## config.mk

```make
export PLATFORM = sky130hd
export DESIGN_NAME = fetch_pipe_unit
export DESIGN_NICKNAME = d
export VERILOG_FILES = /design/src/rtl/fetch_pkg.sv /design/src/rtl/fetch_fifo.sv /design/src/rtl/fetch_pipe_unit.sv
export SDC_FILE = /design/constraint.sdc
export NUM_CORES = 1
export LEC_CHECK = 0
export ABC_AREA = 1
export BUFFER_PORTS_ARGS = -buffer_cell sky130_fd_sc_hd__buf_4
export CAP_MARGIN = 20
export CORE_MARGIN = 4
export CORE_UTILIZATION = 30
export DETAILED_ROUTE_END_ITERATION = 8
export SYNTH_ARGS = -nofsm -noshare
export SYNTH_HDL_FRONTEND = slang
export SYNTH_SLANG_ARGS = --single-unit
```

## constraint.sdc

```tcl
create_clock -name clk -period 4.6 [get_ports clk]
set_clock_uncertainty 0.15 [all_clocks]
set_input_delay 0.92 -clock clk [delete_from_list [all_inputs] [get_ports clk]]
set_output_delay 0.92 -clock clk [all_outputs]
set_load 0.01 [all_outputs]
```

## src/rtl/fetch_pkg.sv

```systemverilog
// Shared types for the fetch front end: redirect kinds, buffer entry layout
// and the pointer-width helper used by the prefetch FIFO.
package fetch_pkg;

  typedef enum logic [1:0] {
    RK_NONE   = 2'b00,
    RK_JUMP   = 2'b01,
    RK_JR     = 2'b10,
    RK_BRANCH = 2'b11
  } redir_kind_t;

  localparam int FETCH_ADDR_W  = 30;
  localparam int FETCH_INSTR_W = 32;
  localparam int FETCH_DEPTH   = 4;
  localparam int FETCH_PTR_W   = $clog2(FETCH_DEPTH);

  typedef struct packed {
    logic [FETCH_ADDR_W-1:0]  pc;
    logic [FETCH_INSTR_W-1:0] instr;
  } fetch_entry_t;

  function automatic int ptr_w(input int depth);
    return (depth > 1) ? $clog2(depth) : 1;
  endfunction

endpackage

```

## src/rtl/fetch_fifo.sv

```systemverilog
// Prefetch buffer: power-of-two synchronous FIFO of fetch entries with a
// dominant flush; head is combinational from the read pointer.
module fetch_fifo
  import fetch_pkg::*;
#(
  parameter int  DEPTH   = 4,
  parameter type entry_t = fetch_entry_t
) (
  input  logic                   clk,
  input  logic                   rst_n,
  input  logic                   push,
  input  entry_t                 push_data,
  input  logic                   pop,
  input  logic                   flush,
  output entry_t                 head,
  output logic [ptr_w(DEPTH):0]  count,
  output logic                   empty,
  output logic                   full
);

  localparam int PW = ptr_w(DEPTH);

  entry_t          mem [DEPTH];
  logic [PW-1:0]   wr_ptr, rd_ptr;
  logic            do_push, do_pop;

  assign empty   = (count == '0);
  assign full    = (count == (PW+1)'(DEPTH));
  assign do_push = push && !full;
  assign do_pop  = pop && !empty;
  assign head    = mem[rd_ptr];

  always_ff @(posedge clk or negedge rst_n) begin
    if (!rst_n) begin
      wr_ptr <= '0;
      rd_ptr <= '0;
      count  <= '0;
    end else if (flush) begin
      wr_ptr <= '0;
      rd_ptr <= '0;
      count  <= '0;
    end else begin
      if (do_push) wr_ptr <= wr_ptr + PW'(1);
      if (do_pop)  rd_ptr <= rd_ptr + PW'(1);
      count <= count + (PW+1)'(do_push) - (PW+1)'(do_pop);
    end
  end

  // Storage carries no reset; entries are only observed behind count.
  always_ff @(posedge clk) begin
    if (do_push && !flush) mem[wr_ptr] <= push_data;
  end

endmodule

```

## src/rtl/fetch_pipe_unit.sv

```systemverilog
// Pipelined fetch front end: word PC, credit-limited issue to a 1-cycle
// instruction memory, prefetch buffer towards decode, redirect handling.
module fetch_pipe_unit
  import fetch_pkg::*;
#(
  parameter int                ADDR_W   = 30,
  parameter int                INSTR_W  = 32,
  parameter int                DEPTH    = 4,
  parameter logic [ADDR_W-1:0] RESET_PC = '0,
  parameter int                CNT_W    = 16
) (
  input  logic               clk,
  input  logic               reset,
  output logic               imem_en,
  output logic [ADDR_W-1:0]  imem_addr,
  input  logic [INSTR_W-1:0] imem_rdata,
  output logic               out_valid,
  input  logic               out_ready,
  output logic [INSTR_W-1:0] out_instr,
  output logic [ADDR_W-1:0]  out_pc,
  input  logic               redir_en,
  input  logic [1:0]         redir_kind,
  input  logic [ADDR_W-1:0]  redir_pc,
  input  logic [15:0]        redir_imm16,
  input  logic [25:0]        redir_target26,
  input  logic [ADDR_W-1:0]  redir_reg,
  output logic [CNT_W-1:0]   redirect_count
);

  localparam int PW = ptr_w(DEPTH);
  localparam logic [ADDR_W-1:0] LO26 = ADDR_W'(27'h3FF_FFFF);

  typedef struct packed {
    logic [ADDR_W-1:0]  pc;
    logic [INSTR_W-1:0] instr;
  } entry_t;

  redir_kind_t        kind;
  logic               redirect;
  logic [ADDR_W-1:0]  fetch_pc, pend_pc, pc_plus1, target;
  logic               pend_vld;
  logic [PW:0]        count;
  logic [PW+1:0]      occ;
  logic               credit_ok, fifo_empty, fifo_full, pop;
  entry_t             head, push_data;

  assign kind     = redir_kind_t'(redir_kind);
  assign redirect = reset && redir_en && (kind != RK_NONE);

  // Credit counts the response still on its way so the buffer never overflows.
  assign occ       = {1'b0, count} + (PW+2)'(pend_vld);
  assign credit_ok = occ < (PW+2)'(DEPTH);
  assign imem_en   = reset && !redirect && credit_ok && !fifo_full;
  assign imem_addr = fetch_pc;

  assign pc_plus1 = redir_pc + ADDR_W'(1);

  always_comb begin
    target = redir_reg;
    case (kind)
      RK_JUMP:   target = (pc_plus1 & ~LO26) | ADDR_W'(redir_target26);
      RK_JR:     target = redir_reg;
      RK_BRANCH: target = pc_plus1 + {{(ADDR_W-16){redir_imm16[15]}}, redir_imm16};
      default:   target = redir_reg;
    endcase
  end

  always_ff @(posedge clk or negedge reset) begin
    if (!reset) begin
      fetch_pc       <= RESET_PC;
      pend_vld       <= 1'b0;
      pend_pc        <= '0;
      redirect_count <= '0;
    end else begin
      pend_vld <= imem_en;
      if (imem_en) pend_pc <= fetch_pc;
      if (redirect) begin
        fetch_pc <= target;
        if (redirect_count != '1) redirect_count <= redirect_count + CNT_W'(1);
      end else if (imem_en) begin
        fetch_pc <= fetch_pc + ADDR_W'(1);
      end
    end
  end

  // A response arriving in a redirect cycle is the killed in-flight fetch.
  assign push_data = '{pc: pend_pc, instr: imem_rdata};
  assign pop       = out_valid && out_ready;

  fetch_fifo #(
    .DEPTH   (DEPTH),
    .entry_t (entry_t)
  ) u_fifo (
    .clk       (clk),
    .rst_n     (reset),
    .push      (pend_vld && !redirect),
    .push_data (push_data),
    .pop       (pop),
    .flush     (redirect),
    .head      (head),
    .count     (count),
    .empty     (fifo_empty),
    .full      (fifo_full)
  );

  assign out_valid = !fifo_empty;
  assign out_instr = fifo_empty ? '0 : head.instr;
  assign out_pc    = fifo_empty ? '0 : head.pc;

endmodule

```

# [Word level (Yosys, flattened, before mapping)]
# Memory sizes are Yosys's and may differ from the RTL's.
# Cells that the tools add are included.
[word_totals] ramBits=248 latchBits=0 elab_cells=54 romBits=0 output_inout_bits=110 reg_bits=84 n_memories=1
[mem_list] memory="u_fifo.mem" words=4 word_bits=62 rd=1 rd_ports_with_merged_regs=0 write_ports=1 line="fetch_fifo.sv:23" rtl="entry_t mem [DEPTH];"
[classes] mux=12 n_mul=0 eq_ne=4 add_sub_neg=9 n_lt_le_gt_ge=1 div=0 reduce_logical=19 shift=0 n_bitwise=1
[ops] operator="2-to-1 mux 30 bit" n=3
[ops] operator="adder 30 x 1 -> 30 bit (second input constant)" n=2
[ops] operator="one-hot mux 30 bit (2 select lines)" n=1
[ops] operator="2-to-1 mux 32 bit" n=1
[ops] operator="adder 30 bit" n=1
[ops] operator="bitwise OR 30 x 26 -> 30 bit" n=1
[ops] operator="adder 16 x 1 -> 16 bit (second input constant)" n=1
[ops] operator="!= test 16 bit (second input constant)" n=1
[ops] operator="logical AND 1 bit" n=10
[ops] operator="2-to-1 mux 2 bit" n=4
[ops] operator="nonzero test 2 bit" n=4
[ops] operator="adder 2 x 1 -> 2 bit (second input constant)" n=2
[ops] operator="adder 3 x 1 -> 4 bit" n=1
[ops] operator="less-than comparator 4 x 3 -> 1 bit (second input constant)" n=1
[ops] operator="adder 3 x 1 -> 3 bit" n=1
[ops] operator="== test 3 bit (second input constant)" n=1
[ops] operator="logical NOT 1 bit" n=3
[ops] operator="logical NOT 3 bit" n=1
[ops] operator="2-to-1 mux 3 bit" n=1
[ops] operator="subtractor 3 x 1 -> 3 bit" n=1
[ops] operator="== test 2 x 1 -> 1 bit (second input constant)" n=1
[ops] operator="== test 2 bit (second input constant)" n=1
[ops] operator="2-to-1 mux 1 bit" n=2
[ops] operator="AND reduction 2 bit" n=1

# [Logic depth before layout (Yosys ltp)]
# Gate-level depths: netlist of the first run.
[depth] depth_word=8 mapped_depth=23 depth_no_buf=23

# [Modules after synthesis]
# A second synthesis of the first run with hierarchy kept.
[hier_totals] hier_cells=1934 area_unflattened_um2=17401.7
[modules_own_cells] module="fetch_fifo" instances=1 area_each_um2=9733.1 cells_each=662
[modules_own_cells] module="fetch_pipe_unit" instances=1 area_each_um2=7668.6 cells_each=1272

# [Worst setup path before layout of the first run]
# OpenSTA, ideal clock, no wires.
[synth_timing] kind="in2reg" from="in redir_kind[1]" to="mem u_fifo.mem[0][0] (netlist name) (enable)" path_slack_ps=-87 n_path_buf=0 cell_stages=5 arrival_time_ps=4054 setup_ps=482 path_cell_list="o21ai_4 -> nor2_8 -> inv_4 -> nand3_1 -> nor2_1"
[synth_between] elab_chain_cells=8
[synth_lines] element="from (decl)" line="fetch_pipe_unit.sv:22" rtl="input logic [1:0] redir_kind,"
[synth_lines] element="nonzero test 2 bit *" line="fetch_pipe_unit.sv:48" rtl="assign redirect = reset && redir_en && (kind != RK_NONE);"
[synth_lines] element="logical AND 1 bit *" line="fetch_pipe_unit.sv:48"
[synth_lines] element="logical NOT 1 bit *" line="fetch_fifo.sv:51, fetch_pipe_unit.sv:96"
[synth_lines] element="logical AND 1 bit" line="fetch_pipe_unit.sv:96" rtl=".push (pend_vld && !redirect),"
[synth_lines] element="logical AND 1 bit" line="fetch_fifo.sv:29" rtl="assign do_push = push && !full;"
[synth_lines] element="logical AND 1 bit *" line="fetch_fifo.sv:51" rtl="if (do_push && !flush) mem[wr_ptr] <= push_data;"
[synth_lines] element="2-to-1 mux 1 bit *" line="fetch_fifo.sv:51"
[synth_lines] element="2-to-1 mux 1 bit (not written as such) *" line="fetch_fifo.sv:51"
[synth_lines] element="to (decl)" line="fetch_fifo.sv:23"
# Every way passes the cells marked *; elsewhere a longest branch is shown, timed or not.

# [Final worst setup path of the first run]
[layout_timing] from="reg u_fifo.rd_ptr[1]" to="out out_pc[21]"
[layout_between] elab_chain_cells=2
[layout_lines] element="from (decl)" line="fetch_fifo.sv:24" rtl="logic [PW-1:0] wr_ptr, rd_ptr;"
[layout_lines] element="from (signal assigned)" line="fetch_fifo.sv:44" rtl="if (do_pop) rd_ptr <= rd_ptr + PW'(1);"
[layout_lines] element="memory (4 x 62 bit)"
[layout_lines] element="2-to-1 mux 30 bit" line="fetch_pipe_unit.sv:108" rtl="assign out_pc = fifo_empty ? '0 : head.pc;"
[layout_lines] element="to (decl)" line="fetch_pipe_unit.sv:20" rtl="output logic [ADDR_W-1:0] out_pc,"
# No other way between the ends.

==> results of run 1 <==
registers in the layout, indices dropped and copies added, names as in the netlist:
| name | flops |
|---|---|
| u_fifo.rd_ptr | 2 |
| pend_pc | 30 |
| pend_vld | 1 |
| u_fifo.count | 3 |
| imem_addr | 30 |
| u_fifo.wr_ptr | 2 |
| redirect_count | 16 |
| u_fifo.mem | 248 |
how the worst max path moves through the flow:
stage | start | to | slack [ns] | cells after the start
detailed placement | redir_pc[0] | imem_addr[29]$_DFFE_PN0P_ | 0.51 | 20
floorplan | redir_kind[1] | u_fifo.mem[0][0]$_DFFE_PP_ | -0.09 | 5
finish | u_fifo.rd_ptr[1]$_DFFE_PN0P_ | out_pc[21] | 0.68 | 6
CTS | u_fifo.rd_ptr[1]$_DFFE_PN0P_ | out_pc[21] | 0.53 | 6
global placement | redir_pc[0] | imem_addr[29]$_DFFE_PN0P_ | 0.52 | 20
global route | u_fifo.rd_ptr[1]$_DFFE_PN0P_ | out_pc[16] | 0.50 | 6
metrics by stage:
| step | power, W | area (um^2) | worst slack [ns] | hold WS, ns |
|---|---|---|---|---|
| after global placement | 0.00870 | 20000 | 0.525 | 0.343 |
| after floorplan | 0.00662 | 17200 | -0.0868 | 0.326 |
| after CTS | 0.0117 | 21200 | 0.526 | 0.359 |
| after global routing | 0.0123 | 21200 | 0.497 | 0.389 |
| final | 0.0115 | 21200 | 0.678 | 0.359 |
| after detailed placement | 0.00878 | 20000 | 0.509 | 0.355 |
power breakdown:
group | internal, W | switching (W) | leakage [nW]
combinational | 0.00163 | 0.00269 | 5.04
clock | 0.00175 | 0.00114 | 0.581
sequential | 0.00383 | 0.000491 | 3.26
worst reg2reg max path, delay by kind of cell (launching register included):
family                   cells  cell delay [ns]
AO/OA/AOI/OAI                1             0.09
adder cells (fa/ha/maj)      1             0.22
buffers and inverters        1             0.40
flip-flops                   1             0.44
AND/OR/NAND/NOR              6             1.11
per-layer routing:
layer | global-route usage (%) | share of wire [%] | vias up
met4 | 4.07 | 2.2 | 4
met1 | 21.8 | 44 | 6723
met3 | 4.41 | 7.8 | 63
li1 | - | - | 6961
met2 | 28.1 | 46 | 415
met5 | 0 | 0.053 | -
area by class of cell:
class,count,area [um^2]
Inverter,172,649
Tap cell,756,946
Clock inverter,18,196
Multi-Input combinational cell,1344,6740
Fill cell,5761,35400
Clock buffer,47,993
Sequential cell,332,9550
Timing Repair Buffer,277,2080
cell usage after synthesis (6+ instances only):
cell type,number,share of area [%]
nand2_1,377,8.2
ha_1,44,3.2
nand3b_1,9,0.39
xor2_1,30,1.5
o21ai_0,185,5.4
nor2_1,359,7.8
nor2_2,8,0.29
buf_1,15,0.33
inv_1,165,3.6
a221oi_1,13,0.66
a21oi_1,111,3.2
or2_2,6,0.22
xnor2_1,13,0.66
nor3_1,22,0.64
edfxtp_1,248,43
nand3_1,73,2.1
o211ai_1,6,0.26
clkbuf_1,45,0.98
nand4_1,21,0.76
dfrtp_1,84,12
a22o_1,9,0.46
nor4_1,7,0.25
buf_2,7,0.20
placed cells by master (no fill, tap or decap), types with 3 or more instances in the layout:
cell       count
o21ai_0      185
clkinv_2       5
ha_1          44
o31ai_1        4
dfrtp_1       82
clkinv_1       7
nand3_1       73
o21bai_1       3
nand2_1      377
clkbuf_16     37
nand4_1       21
nor3_1        22
nor2_1       354
nor2_4         7
clkbuf_8       3
inv_2          4
nor4_1         7
xnor2_1       13
edfxtp_1     248
xor2_1        30
clkbuf_1       7
nor2_2         9
o211ai_1       6
bufinv_16      4
nand3b_1       9
and3_1         3
a21oi_1      111
a221oi_1      13
nand3_2        4
o21a_1         4
inv_1        165
or2_2          6
buf_4        277
a22o_1         9
cells by family (layout without fill, tap and decap cells):
family | count (synthesis) | count (layout) | synth area share, %
buffers and inverters | 242 | 514 | 5.48
DFF | 332 | 332 | 55.5
and+or+nand+nor | 905 | 905 | 22.1
adders and majority gates | 46 | 46 | 3.44
xor gates and xnor gates | 43 | 43 | 2.19
AOI/OAI and AO/OA | 350 | 350 | 11.3
==> summary.md, run 1 <==
| Metric | Value |
|---|---|
| Post-CTS Setup Repair Bufs | 0 |
| Gr ovfl total | 0 |
| Max Cap Viol | 0 |
| Detailed placement HPWL | 37800 um |
| Max Freq | 0.255 GHz |
| Status | finished clean |
| Slowest cell on crit path | dfrtp_2 |
| Power per Cell Area | 545 nW/um^2 |
| First-pass DRT Iterations | 5 |
| R2R depth | 9 |
| Tcrit/Tclk final | 85.3% |
| Worst Hold Class | in2async |
| Final setup vio count | 0 |
| Least-Margin Pin Slew | 0.864 ns |
| Global-route wire length before repair | 80300 um |
| Clock Path Buffers | 3 |
| Vias in the first global route | 13900 |
| Period minus WS final | 3.92 ns |
| Crit Reg-Reg Startpoint | u_fifo.count[1]$_DFF_PN0_ |
| Largest net degree at the start of global routing | 66 |
| Post-synth ARST share | 25.3% |
| Critical path buffers and inverters | 3 |
| Die H | 247 um |
| Placeable Area | 56600 um^2 |
| Worst flop-to-flop path endpoint | imem_addr[12]$_DFFE_PN0P_ |
| CTS tree | yes |
| Worst slew margin | 42.4% |
| Cell count after synthesis | 1918 |
| Clock sinks | 332 |
| Leak | 8.87 nW |
| Yosys Warn Count | 0 |
| Area grow syn2layout | 23.1% |
| Initial core utilization | 30.4% |
| Slew Limit Fails | 0 |
| PostCTS Resize Cnt | 0 |
| Delay-heaviest family, CP | buffers and inverters |
| Worst-Skew Late Latency | 0.51 ns |
| Num CTS Buffers | 36 |
| Data arrival, critical path | 2.85 ns |
| WL per Instance | 17.9 um |
| GR Util All Layers | 16.8% |
| FF+latch count, synth | 332 |
| Setup CP Type | reg2out |
| Share of cells above drive strength 1 | 17.1% |
| # IOs | 250 |
| Post-Syn Area per Cell | 8.96 um^2 |
| Finished Layout Cells | 2946 |
| Diodes inserted | 0 |
| Synthesized area | 17200 um^2 |
| Yosys cell types | 55 |
| Die area | 61200 um^2 |
| Die width | 247 um |
| Via Count | 14200 |
| CP Capture Type | output pin |
| Final hold violation count | 0 |
| Post-CTS Hold Buffers | 0 |
| Initial antenna violation count | 4 |
| Post-synth EDFFs | 248 |
| Clock Pin Slew Worst Setup and Hold Paths | 0.06 ns |
| ANT nets after route | 0 |
| Placed cells | 2881 |
| Synthesized net count | 2104 |
| Row Count | 87 |
| Maximum vdd drop | 503 uV |
| Final core utilization | 37.4% |
| Crit path launch type | register |
| Ys flop type | edfxtp_1 |
| DRC | 0 |
| H-tree Lvls | 2 |
| Critical Path, Cell by Cell | inv_2, buf_4, nor2_1, o21ai_0, a21oi_1, buf_4 |
| GPL Wtd Cong | 0.902 |
| Total Wirelength | 52600 um |
| Slowest Stage Delay on Critical Path | 0.81 ns |
| CP dominant cell by count | buf_4 |
| Initial DRC count | 956 |
| Root buf cell | clkbuf_16 |
| Vias/cell | 4.81 |
| Setup slack, reg-to-reg | 2.06 ns |
| IO buf count | 249 |
| Critical Path RT | 3.53 ns |
| Setup tns final | 0 ns |
| RSZ-0062 raised after global routing | false |
| Critical path peak fanout | 27 |
| Part of the Yosys area used for sequential elements | 55.5% |
| Layout net count | 2349 |
Note: power is estimated with default switching activity, not from simulation.
==> run 2, diff against run 1 <==
==> constraint.sdc (replaced) <==
create_clock -name clk -period 4.6 [get_ports clk]
set_clock_uncertainty 0.15 [all_clocks]
set_input_delay 0.92 -clock clk [delete_from_list [all_inputs] [get_ports clk]]
set_output_delay 0.92 -clock clk [all_outputs]
set_load 0.1 [all_outputs]
==> summary.md, run 2 (synthesis gave the netlist of run 1 again) <==
| Metric | Value |
|---|---|
| Setup CP Type | reg2out (unchanged) |
| Gr ovfl total | 0 (unchanged) |
| Slowest cell on crit path | buf_4 (was dfrtp_2) |
| Max Freq | 0.245 GHz (was 0.255 GHz) |
| R2R depth | 11 (was 9) |
| Clock Pin Slew Worst Setup and Hold Paths | 0.06 ns (about the same) |
| Largest net degree at the start of global routing | 93 (was 66) |
| Sequential share of power | 27.9% (was 37.5%) |
| Slowest Stage Delay on Critical Path | 0.88 ns (was 0.81 ns) |
| Status | finished clean (unchanged) |
| Vias/cell | 4.82 (was 4.81) |
| Global-route wire length before repair | 79000 um (was 80300 um) |
| Die area | 61200 um^2 (unchanged) |
| Worst slew margin | 31.6% (was 42.4%) |
| Critical Path, Cell by Cell | buf_4, nor2_1, nor2_1, o21ai_0, a21oi_1, buf_4 (was inv_2, buf_4, nor2_1, o21ai_0, a21oi_1, buf_4) |
| H-tree Lvls | 2 (unchanged) |
| Total Wirelength | 52300 um (was 52600 um) |
| # IOs | 250 (unchanged) |
| IO buf count | 249 (unchanged) |
| Vias in the first global route | 13600 (was 13900) |
| DP Area | 20000 um^2 (about the same) |
| Critical Path RT | 3.53 ns (about the same) |
| Crit path from | u_fifo.rd_ptr[0]$_DFFE_PN0P_ (was u_fifo.rd_ptr[1]$_DFFE_PN0P_) |
| Post-CTS Hold Buffers | 0 (unchanged) |
| Critical path peak fanout | 92 (was 27) |
| Clk pwr share | 19.1% (was 25.0%) |
| Met3 Use GR | 4.61% (was 4.41%) |
| GPL Wtd Cong | 0.897 (was 0.902) |
| Via Count | 14200 (about the same) |
| P_sw | 0.00828 W (was 0.00432 W) |
| Crit path launch type | register (unchanged) |
| Detailed placement HPWL | 37600 um (was 37800 um) |
| Most frequent cells in the layout | nand2_1, nor2_1, buf_4 (unchanged) |
| Initial DRC count | 964 (was 956) |
| Commonest non-fill, non-tap cell in the layout | nand2_1 (unchanged) |
| Clock Path Buffers | 3 (unchanged) |
| Maximum vdd drop | 613 uV (was 503 uV) |
| Data arrival, critical path | 3.02 ns (was 2.85 ns) |
| Worst Setup EP | out_instr[31] (was out_pc[21]) |
| Gate power share | 53.0% (was 37.5%) |
| Share of cells above drive strength 1 | 16.9% (was 17.1%) |
| Crit Reg-Reg Startpoint | u_fifo.count[0]$_DFF_PN0_ (was u_fifo.count[1]$_DFF_PN0_) |
| Leak | 8.88 nW (was 8.87 nW) |
| Area grow syn2layout | 23.4% (was 23.1%) |
| WL per Instance | 17.8 um (was 17.9 um) |
| GR Util All Layers | 16.5% (was 16.8%) |
| RSZ-0062 raised after global routing | false (unchanged) |
| Max Cap Viol | 0 (unchanged) |
| Placed cells | 2878 (was 2881) |
| PostCTS Resize Cnt | 0 (unchanged) |
| Pint | 0.00733 W (was 0.00721 W) |
| First-pass DRT Iterations | 6 (was 5) |
| Filler cell count | 5685 (was 5761) |
| Initial core utilization | 30.4% (unchanged) |
| Worst-Skew Late Latency | 0.52 ns (was 0.51 ns) |
| Final instance area | 21200 um^2 (about the same) |
| Worst Hold Class | in2async (unchanged) |
| Placeable Area | 56600 um^2 (unchanged) |
| Die width | 247 um (unchanged) |
| Busiest layer in global routing | met2 (unchanged) |
| Initial antenna violation count | 2 (was 4) |
| Switching Share | 53.0% (was 37.5%) |
| Tcrit/Tclk final | 88.9% (was 85.3%) |
| Grt met2 use | 27.4% (was 28.1%) |
| Post-CTS Setup Repair Bufs | 0 (unchanged) |
| Setup slack, reg-to-reg | 1.64 ns (was 2.06 ns) |
| ANT nets after route | 0 (unchanged) |
| Register Area | 9550 um^2 (unchanged) |
| Diodes inserted | 0 (unchanged) |
| Max FFs per register | 248 (unchanged) |
| DRC | 0 (unchanged) |
| Power per Cell Area | 736 nW/um^2 (was 545 nW/um^2) |
| Clock sinks | 332 (unchanged) |
| Slew Limit Fails | 0 (unchanged) |
| Largest register by flop count | u_fifo.mem (unchanged) |
| Stages on the worst setup path | 6 (unchanged) |
| Final hold violation count | 0 (unchanged) |
| Least-Margin Pin Slew | 1.03 ns (was 0.864 ns) |
| Num CTS Buffers | 37 (was 36) |
| Die H | 247 um (unchanged) |
| Met1 GRT Util | 21.6% (was 21.8%) |
| Row Count | 87 (unchanged) |
| Final setup vio count | 0 (unchanged) |
| CP Capture Type | output pin (unchanged) |
| Period minus WS final | 4.09 ns (was 3.92 ns) |
| Layout net count | 2347 (was 2349) |
| Multi-input gate area | 6740 um^2 (unchanged) |
| Delay-heaviest family, CP | buffers and inverters (unchanged) |
| Critical path buffers and inverters | 2 (was 3) |
| Root buf cell | clkbuf_16 (unchanged) |
| CTS tree | yes (unchanged) |
| Finished Layout Cells | 2945 (was 2946) |
| Worst flop-to-flop path endpoint | u_fifo.count[2]$_DFF_PN0_ (was imem_addr[12]$_DFFE_PN0P_) |
==> run 2: worst min-delay path by stage <==
stage	to	cells after the start
after floorplan	u_fifo.mem[0][32]$_DFFE_PP_	0
after global placement	u_fifo.mem[3][49]$_DFFE_PP_	0
after detailed placement	u_fifo.mem[1][49]$_DFFE_PP_	0
after CTS	u_fifo.rd_ptr[1]$_DFFE_PN0P_	1
after global routing	u_fifo.rd_ptr[1]$_DFFE_PN0P_	1
final	u_fifo.rd_ptr[1]$_DFFE_PN0P_	1
==> run 2: layout make-up <==
type                       instances  share of cell area [%]
sequential                       332                    45.0
multi-input combinational       1344                    31.8
clock buffer                      48                    4.76
tap                              756                    4.46
clock inverter                    19                    1.06
timing repair buffer             274                    9.87
inverter                         172                    3.06
==> run 2: metal layers <==
| metal | up-vias | routed length, um |
|---|---|---|
| met3 | 62 | 4410 |
| met4 | 4 | 914 |
| met1 | 6756 | 22600 |
| met5 | - | 25 |
| met2 | 413 | 24300 |
| li1 | 6955 | - |
==> run 2: worst reg2reg max path, stage by stage (launching register included) <==
cell and delay (ns):
dfrtp_1 0.43, nor3_4 0.18, buf_4 0.49, inv_1 0.15, nand2_1 0.21, inv_1 0.11, ha_1 0.28, inv_1 0.04
ha_1 0.19, fa_1 0.38, xor2_1 0.16, nor2_1 0.06
==> run 2: power by group through the flow <==
stage / clock network [W] / logic, W / registers (W)
floorplan: 0 / 0.00554 / 0.00502
global placement: 0 / 0.00830 / 0.00438
detailed placement: 0 / 0.00835 / 0.00441
CTS: 0.00307 / 0.00837 / 0.00436
global route: 0.00320 / 0.00878 / 0.00442
finish: 0.00299 / 0.00827 / 0.00435
==> run 2: through the flow <==
stage / total power [W] / setup TNS, ns / util (%) / hold slack, ns / setup WS, ns
3_3_place_gp: 0.0127 / 0 / 35.3 / 0.342 / 0.534
6_report: 0.0156 / 0 / 37.5 / 0.111 / 0.512
4_1_cts: 0.0158 / 0 / 37.5 / 0.102 / 0.438
2_1_floorplan: 0.0106 / -21.53 / - / 0.326 / -0.0868
5_1_grt: 0.0164 / 0 / 37.5 / 0.0976 / 0.266
3_5_place_dp: 0.0128 / 0 / 35.3 / 0.357 / 0.523
==> run 3, diff against run 2 <==
--- a/config.mk
+++ b/config.mk
@@ -8,9 +8,11 @@
 export ABC_AREA = 1
 export BUFFER_PORTS_ARGS = -buffer_cell sky130_fd_sc_hd__buf_4
 export CAP_MARGIN = 20
+export CORE_ASPECT_RATIO = 1.4
 export CORE_MARGIN = 4
 export CORE_UTILIZATION = 30
 export DETAILED_ROUTE_END_ITERATION = 8
+export REMOVE_ABC_BUFFERS = 1
 export SYNTH_ARGS = -nofsm -noshare
 export SYNTH_HDL_FRONTEND = slang
 export SYNTH_SLANG_ARGS = --single-unit
==> summary.md, run 3 (synthesis gave the netlist of run 1 again) <==
| Metric | Value |
|---|---|
| Maximum vdd drop | 517 uV (was 613 uV) |
| Row Count | 103 (was 87) |
| Vias/cell | 4.83 (was 4.82) |
| Status | finished clean (unchanged) |
| CP Capture Type | output pin (unchanged) |
| PostCTS Resize Cnt | 0 (unchanged) |
| Clock Path Buffers | 3 (unchanged) |
| Worst Hold Class | in2async (unchanged) |
| Max Cap Viol | 0 (unchanged) |
| Total Power | 0.0153 W (was 0.0156 W) |
| Initial core utilization | 30.4% (about the same) |
| Share of cells above drive strength 1 | 17.3% (was 16.9%) |
| GR Util All Layers | 16.1% (was 16.5%) |
| R2R depth | 11 (unchanged) |
| Final hold violation count | 0 (unchanged) |
| # IOs | 250 (unchanged) |
| Worst-Skew Late Latency | 0.59 ns (was 0.52 ns) |
| Num CTS Buffers | 31 (was 37) |
| First-pass DRT Iterations | 5 (was 6) |
| Filler cell count | 5646 (was 5685) |
| Placeable Area | 56600 um^2 (about the same) |
| Crit path launch type | register (unchanged) |
| Max Freq | 0.266 GHz (was 0.245 GHz) |
| Crit Reg-Reg Startpoint | u_fifo.count[0]$_DFF_PN0_ (unchanged) |
| Worst slew margin | 39.3% (was 31.6%) |
| Vias in the first global route | 14000 (was 13600) |
| Final core utilization | 37.4% (was 37.5%) |
| Global-route wire length before repair | 78500 um (was 79000 um) |
| Power per Cell Area | 721 nW/um^2 (was 736 nW/um^2) |
| Detailed placement HPWL | 37000 um (was 37600 um) |
| CTS tree | yes (unchanged) |
| Setup tns final | 0 ns (unchanged) |
| Worst flop-to-flop path endpoint | u_fifo.count[2]$_DFF_PN0_ (unchanged) |
| Most frequent cells in the layout | nand2_1, nor2_1, buf_4 (unchanged) |
| Via Count | 14100 (was 14200) |
| Gr ovfl total | 0 (unchanged) |
| Die area | 61200 um^2 (about the same) |
| Die H | 291 um (was 247 um) |
| Critical Path RT | 3.53 ns (about the same) |
| Largest register by flop count | u_fifo.mem (unchanged) |
| GPL Wtd Cong | 0.912 (was 0.897) |
| Root buf cell | clkbuf_16 (unchanged) |
| IO buf count | 249 (unchanged) |
| Setup CP Type | reg2out (unchanged) |
| Final setup vio count | 0 (unchanged) |
| DRC | 0 (unchanged) |
| Data arrival, critical path | 2.68 ns (was 3.02 ns) |
| Register Area | 9550 um^2 (unchanged) |
| Least-Margin Pin Slew | 0.909 ns (was 1.03 ns) |
| Diodes inserted | 0 (unchanged) |
| Clock sinks | 332 (unchanged) |
| Critical path peak fanout | 46 (was 92) |
| Finished Layout Cells | 2919 (was 2945) |
| Initial antenna violation count | 0 (was 2) |
| Area grow syn2layout | 23.2% (was 23.4%) |
| Tcrit/Tclk final | 81.6% (was 88.9%) |
| Die width | 210 um (was 247 um) |
| Commonest non-fill, non-tap cell in the layout | nand2_1 (unchanged) |
| Period minus WS final | 3.75 ns (was 4.09 ns) |
| Slew Limit Fails | 0 (unchanged) |
| Multi-input gate area | 6740 um^2 (unchanged) |
| H-tree Lvls | 1 (was 2) |
| Layout net count | 2345 (was 2347) |
| Tightest hold margin | 0.0702 ns (was 0.111 ns) |
| Leak | 8.86 nW (was 8.88 nW) |
| Placed cells | 2861 (was 2878) |
| Max FFs per register | 248 (unchanged) |
| Clock Pin Slew Worst Setup and Hold Paths | 0.07 ns (was 0.06 ns) |
| WL per Instance | 17.5 um (was 17.8 um) |
| Initial DRC count | 636 (was 964) |
| Setup slack, reg-to-reg | 1.80 ns (was 1.64 ns) |
| Post-CTS Setup Repair Bufs | 0 (unchanged) |
| Total Wirelength | 51100 um (was 52300 um) |
| RSZ-0062 raised after global routing | false (unchanged) |
| Largest net degree at the start of global routing | 126 (was 93) |
| Post-CTS Hold Buffers | 0 (unchanged) |
| ANT nets after route | 0 (unchanged) |
[run 3: cell count changes in the layout (fill, tap and decap cells not counted), moves of 4 or more]
cell / before / now
clkbuf_16: 39 / 31
clkbuf_1: 9 / 5
buf_4: 271 / 266
clkbuf_8: 0 / 5
clkinv_1: 8 / 1
buf_12: 3 / 12
[run 3: area by class of cell]
type | count | share of cell area, %
clock buffers | 41 | 4.07
clock inverters | 17 | 1.06
inverters | 172 | 3.07
multi-input cells | 1344 | 31.8
flip-flops and latches | 332 | 45.1
well taps | 735 | 4.34
repair buffers | 278 | 10.6
[run 3: report_power, final]
group          switching (W)  internal [W]  total (W)
clock                0.00113       0.00156    0.00269
combinational        0.00664       0.00171    0.00836
sequential          0.000411       0.00383    0.00424
[run 3: per-layer routing]
metal / vias up / part of all wire [%] / GRT usage (%) / wire length [um]
met5: - / 0 / 0 / 0
met4: 0 / 3.4 / 5.40 / 1710
met1: 6717 / 39 / 18.2 / 20000
li1: 6942 / - / - / -
met2: 370 / 53 / 30.6 / 26900
met3: 83 / 4.7 / 2.23 / 2400
[run 3: how the worst max path moves through the flow]
| stage | from | cells past startpoint | slack [ns] | to |
|---|---|---|---|---|
| 2_1_floorplan | u_fifo.rd_ptr[0]$_DFFE_PN0P_ | 3 | -0.87 | out_instr[0] |
| 5_1_grt | redir_pc[0] | 20 | 0.64 | imem_addr[29]$_DFFE_PN0P_ |
| 4_1_cts | u_fifo.rd_ptr[0]$_DFFE_PN0P_ | 5 | 0.76 | out_pc[5] |
| 3_5_place_dp | redir_pc[0] | 20 | 0.47 | imem_addr[29]$_DFFE_PN0P_ |
| 6_report | u_fifo.rd_ptr[0]$_DFFE_PN0P_ | 5 | 0.85 | out_pc[5] |
| 3_3_place_gp | redir_pc[0] | 21 | 0.46 | imem_addr[25]$_DFFE_PN0P_ |
[run 3: per-stage QoR]
stage               instance area (um^2)  setup slack [ns]
floorplan                          16900            -0.874
global placement                   20100             0.464
detailed placement                 20100             0.473
CTS                                21200             0.761
global route                       21200             0.637
finish                             21200             0.845
[run 3: worst max-delay path, stage by stage (launching register included)]
cell and delay (ns):
dfrtp_4 0.49, clkinv_2 0.42, buf_4 0.41, o21ai_0 0.14
a21oi_1 0.27, buf_4 0.35
